`src/rtl/clock_div_controller.sv`:
```
// Run-time toggle clock divider with a glitch-free half-period
// reload through a valid/ready config handshake.
module clock_div_controller #(
  parameter int unsigned      CNT_W        = 32,
  parameter logic [CNT_W-1:0] DEFAULT_HALF = 4999
) (
  input  logic             clk,
  input  logic             rst,
  input  logic             en,
  input  logic             cfg_valid,
  input  logic [CNT_W-1:0] cfg_half,
  output logic             cfg_ready,
  output logic             clk_out,
  output logic             tick,
  output logic             running,
  output logic [CNT_W-1:0] cur_half
);

  typedef enum logic [1:0] {
    IDLE,
    RUN,
    STOP
  } state_e;

  state_e           state_q, state_d;
  logic [CNT_W-1:0] cntr_q, cntr_d;
  logic [CNT_W-1:0] act_q, act_d;
  logic [CNT_W-1:0] phalf_q, phalf_d;
  logic             clk_q, clk_d;
  logic             tick_q, tick_d;
  logic             pend_q, pend_d;
  logic             rdy_q, rdy_d;
  logic             term;
  logic             apply;

  always_ff @(posedge clk or posedge rst) begin
    if (rst) begin
      state_q <= IDLE;
      cntr_q  <= '0;
      act_q   <= DEFAULT_HALF;
      phalf_q <= '0;
      clk_q   <= 1'b0;
      tick_q  <= 1'b0;
      pend_q  <= 1'b0;
      rdy_q   <= 1'b1;
    end else begin
      state_q <= state_d;
      cntr_q  <= cntr_d;
      act_q   <= act_d;
      phalf_q <= phalf_d;
      clk_q   <= clk_d;
      tick_q  <= tick_d;
      pend_q  <= pend_d;
      rdy_q   <= rdy_d;
    end
  end

  always_comb begin
    state_d = state_q;
    cntr_d  = cntr_q;
    act_d   = act_q;
    phalf_d = phalf_q;
    clk_d   = clk_q;
    tick_d  = 1'b0;
    pend_d  = pend_q;
    rdy_d   = rdy_q;
    apply   = 1'b0;
    term    = (cntr_q == act_q);
    unique case (state_q)
      IDLE: begin
        cntr_d = '0;
        clk_d  = 1'b0;
        apply  = pend_q;
        if (en) state_d = RUN;
      end
      RUN: begin
        cntr_d = term ? '0 : cntr_q + 1'b1;
        if (!en && !clk_q) begin
          // low phase may be cut short; output is already low
          state_d = IDLE;
          cntr_d  = '0;
        end else begin
          if (term) begin
            clk_d  = ~clk_q;
            tick_d = ~clk_q;
            apply  = pend_q & clk_q;
          end
          if (!en) state_d = term ? IDLE : STOP;
        end
      end
      STOP: begin
        cntr_d = term ? '0 : cntr_q + 1'b1;
        if (term) begin
          clk_d   = 1'b0;
          state_d = IDLE;
          apply   = pend_q;
        end
      end
      default: state_d = IDLE;
    endcase
    // apply needs a pending config, so it never races a transfer
    if (apply) begin
      act_d  = phalf_q;
      pend_d = 1'b0;
      rdy_d  = 1'b1;
    end else if (cfg_valid && rdy_q) begin
      phalf_d = cfg_half;
      pend_d  = 1'b1;
      rdy_d   = 1'b0;
    end
  end

  assign cfg_ready = rdy_q;
  assign clk_out   = clk_q;
  assign tick      = tick_q;
  assign running   = (state_q != IDLE);
  assign cur_half  = act_q;

endmodule

```
`config.mk`:
```
export PLATFORM = sky130hd
export DESIGN_NAME = clock_div_controller
export DESIGN_NICKNAME = d
export VERILOG_FILES = /design/src/rtl/clock_div_controller.sv
export SDC_FILE = /design/constraint.sdc
export NUM_CORES = 1
export LEC_CHECK = 0
export ABC_CLOCK_PERIOD_IN_PS = 8540
export CORE_ASPECT_RATIO = 1.75
export CORE_UTILIZATION = 35
export CTS_CLUSTER_DIAMETER = 50
export CTS_CLUSTER_SIZE = 28
export DETAILED_ROUTE_END_ITERATION = 8
export PLACE_DENSITY_LB_ADDON = 0.25
export SLEW_MARGIN = 20
export SYNTH_ARGS = -nofsm -noshare
export SYNTH_HDL_FRONTEND = slang
export SYNTH_SLANG_ARGS = --single-unit
```
`constraint.sdc`:
```
create_clock -name clk -period 8.54 [get_ports clk]
set_clock_uncertainty 0.05 [all_clocks]
set_input_delay 1.281 -clock clk [delete_from_list [all_inputs] [get_ports clk]]
set_output_delay 1.281 -clock clk [all_outputs]
set_load 0.01 [all_outputs]
```
# Word level (Yosys, flattened, before mapping)
# Cells that the tools add are included.
# W data, S select, Z words.
# word_totals
input_bits	36
out_inout_bits	36
mem_count	0
mem_bits_ro	0
ram_bits	0
latchBits	0
ff_bits	102
# op_classes
n_shift	0
n_eq_ne	8
n_bitwise	3
div	0
mul	0
n_reduce_logical	11
n_mux	24
order_cmp	0
add_sub_neg	1
# op_table
cell	n
$pmux W32 S3	1
$mux W32	2
$add A32 B1 Y32 const B	1
$eq A32 B32 Y1	1
$mux W1	13
$mux W2	5
$ne A2 B2 Y1 const B	4
$pmux W1 S3	2
$pmux W2 S3	1
$reduce_and A4 Y1	1
$reduce_bool A2 Y1	2
$ne A3 B3 Y1 const B	1
$reduce_and A3 Y1	1
$reduce_bool A3 Y1	1
$eq A2 B1 Y1 const B	1
$eq A2 B2 Y1 const B	1
$logic_and A1 B1 Y1	2
$logic_not A1 Y1	2
$logic_not A2 Y1	1
$not A1 Y1	2
$reduce_and A2 Y1	1
$and A1 B1 Y1	1

# Longest topological paths before layout
# depth
word_depth	6
depth_mapped	9
depth_no_buf	7

# Least setup slack after synthesis
# No wires, ideal clock.
# synth_timing
path_type	input -> register
start	input cfg_valid
end	register phalf_q[0]
setup_slack_ps	5995
arrival_ps	2428
path_buffers	2
cell_stages	5
setup_time_ps	66
t_required_ps	8424
path_cell_list	nand2_1 -> clkbuf_1 -> a211oi_1 -> clkbuf_1 -> a221o_1
# synth_via
elab_chain_len	2
# synth_lines
element	line_no	source
from (decl)	10	input logic cfg_valid,
$logic_and A1 B1 Y1	106	end else if (cfg_valid && rdy_q) begin
$reduce_and A2 Y1 (no line)	--	
to (signal assigned)	50	phalf_q <= phalf_d;
to (decl)	28	logic [CNT_W-1:0] phalf_q, phalf_d;
# Every way passes these cells.
# A chain may end at the register's enable or synchronous reset.

# Worst setup path in the final report
# layout_timing
start	input en
end	register cntr_q[15]
# layout_via
elab_chain_len	4
# layout_lines
element	line_no	source
from (decl)	9	input logic en,
$logic_not A1 Y1	--	
$logic_and A1 B1 Y1	78	if (!en && !clk_q) begin
$mux W32	78	
$pmux W32 S3	69	unique case (state_q)
to (signal assigned)	48	cntr_q <= cntr_d;
to (decl)	26	logic [CNT_W-1:0] cntr_q, cntr_d;
# Every way passes these cells.

==> run metrics <==
crit path max-delay cell type=clkdlybuf4s50_1; layout cells sized above 1=0.126; CTS Sinks=102; Leak Pwr=2.69 nW; clk buf depth=2; worst hold margin=0.472 ns; Final Max Slew Viols=0; ys async rst share=1.00; CTS Hold Bufs=0; Hold WC Path Type=register to register; grt ovf=0; RSZ-0062 raised after global routing=no; number of max-cap violations=0; Final Wtd Congestion=0.810; top_reg_cell synth=dfrtp_1; Commonest cells post-synth=103 x nand2_1, 94 x dfrtp_1, 42 x o21ai_0, 33 x a221o_1, 32 x xnor2_1; CP max stage delay=0.52 ns; Area Overhead vs Synth=21.4%; Post-synth EDFFs=0; Syn Nets=582; status=complete, no violations; vias in the first global route=4097; CTS Buf Count=9; Final Setup Violations=0; gr usage total=0.180; Yosys reg bits=102; overall power=2.14 mW; Via density=5.46; num rows=59; register area=2560 sq um; multi-input logic area=2660 sq um; antenna viol nets, final=0; fmax=296 MHz; initial antenna violation count=0; Final Net Count=between 600 and 700; Worst EP required=8.70 ns; CTS H-tree lvls=3; Slew headroom=0.443; Worst IR Drop VDD=0.155 mV; clk_lat worst skew=0.35 ns; synthesized area=5420 sq um; DR iter-0 viols=205; largest cells by area after synthesis=dfrtp_1 43%, nand2_1 7.1%, a221o_1 6.1%; Worst-path clk slew=0.07 ns; count leader, synth=nand2_1; DR WL/cell=17.2 microns; first-pass GRT wire length=22200 microns; CP endpoint kind=register; Total Die Area=about 16000 sq um; post-CTS sizing=0; Critical Path, Cell by Cell=clkdlybuf4s50_1, o21a_1, o21ai_0, a21oi_2, buf_4, nand2b_1, o311ai_0; Ant. Diodes=0; Netlist cell types=47; DR pass1 iterations=4; setup_tns=0 ns; largest net degree at the start of global routing=67; core area=15000 sq um; drt total wl=13400 microns; Final HPWL DP=9370 microns; CTS tree=done; Initial Utilization=0.362; largest area contributor in the netlist=dfrtp_1; Worst Setup Start Kind=input port; count of buffers from port buffering=71; fin crit period=3.37 ns; I/O Pins=72; DRC=0; worst slew pin tran=0.835 ns; DR vias=between 4000 and 5000; Worst EP arrival=3.54 ns; Seq/Total Area, Yosys=0.473; CTS root buffer=clkbuf_16; period utilization=0.395; PwrDens=324 nW/um^2; top cell type's share of synthesized area=0.434; critical path peak fanout=35; kind of critical path=input port to register; Die Wd=96.1 microns; yosys warns=0; filler instances=1409; Cells after Synth=540; die span in y=167 microns; setup bufs post-CTS=0; Synth Area per Inst=10.0 sq um; final hold viol count=0
layout make-up:
cell class / count / area share
multi-input cells: 389 / 0.403
flip-flops and latches: 102 / 0.389
repair buffers: 78 / 0.116
clock buffers: 10 / 0.0348
well taps: 183 / 0.0348
clock inverters: 6 / 0.0143
inverters: 12 / 0.00723
critical path, delay by kind of cell:
family / cells / cell delay [ns]
simple gates: 1 / 0.50
buf+inv: 2 / 0.88
compound gates: 4 / 0.87
layout by cell type (no fill, tap or decap), drive strengths merged, types with 13 or more instances in the layout:
cell	n
nand2	104
dfrtp	94
clkdlybuf4s50	71
o21ai	43
a221o	33
mux2	33
xnor2	32
nand3	28
nand4	18
inv	14
o311ai	14
nor2	13
kinds of logic (layout without fill, tap and decap cells):
group	count (synthesis)	in the layout	synth area share
compound gates	123	123	0.168
xor+xnor	32	32	0.0517
fa+ha+maj	6	6	0.0139
buf+inv	49	106	0.0441
flops	102	102	0.473
mux	34	34	0.0746
simple gates	194	194	0.175
per-layer routing:
layer / track usage / part of all wire / vias to the layer above
li1: - / - / 2063
met1: 0.234 / 0.43 / 2094
met2: 0.290 / 0.51 / 82
met3: 0.0224 / 0.028 / 23
met4: 0.0876 / 0.036 / 0
met5: 0 / 0 / -
registers in the layout (all words and copies together) (netlist names):
signal / cells
cfg_ready: 1
clk_out: 1
cntr_q: 32
cur_half: 32
pend_q: 1
phalf_q: 32
state_q: 2
tick: 1
report_power, final:
group,internal (mW),total (mW),switching (mW)
logic,0.465,0.853,0.388
registers,0.665,0.835,0.170
clock network,0.260,0.447,0.188
through the flow:
step,utilization,instance area [sq um],setup WS [ns],cells
after floorplan,-,5420,4.55,540
after global placement,0.418,6260,4.90,764
after detailed placement,0.418,6260,4.77,764
after CTS,0.439,6580,5.15,780
after global routing,0.439,6580,4.94,780
final,0.439,6580,5.17,780
path summary, 6_finish.rpt:
check	start	slack [ns]	cells past startpoint	to
max	en	5.17	7	cntr_q[15]
min	pend_q	0.47	2	pend_q
max reg2reg	cntr_q[2]	5.17	7	cur_half[21]
min reg2reg	pend_q	0.47	2	pend_q
max in group asynchronous	rst	5.96	3	cur_half[6]
min in group asynchronous	rst	1.27	2	cntr_q[21]
(Power assumes the default switching activity.)
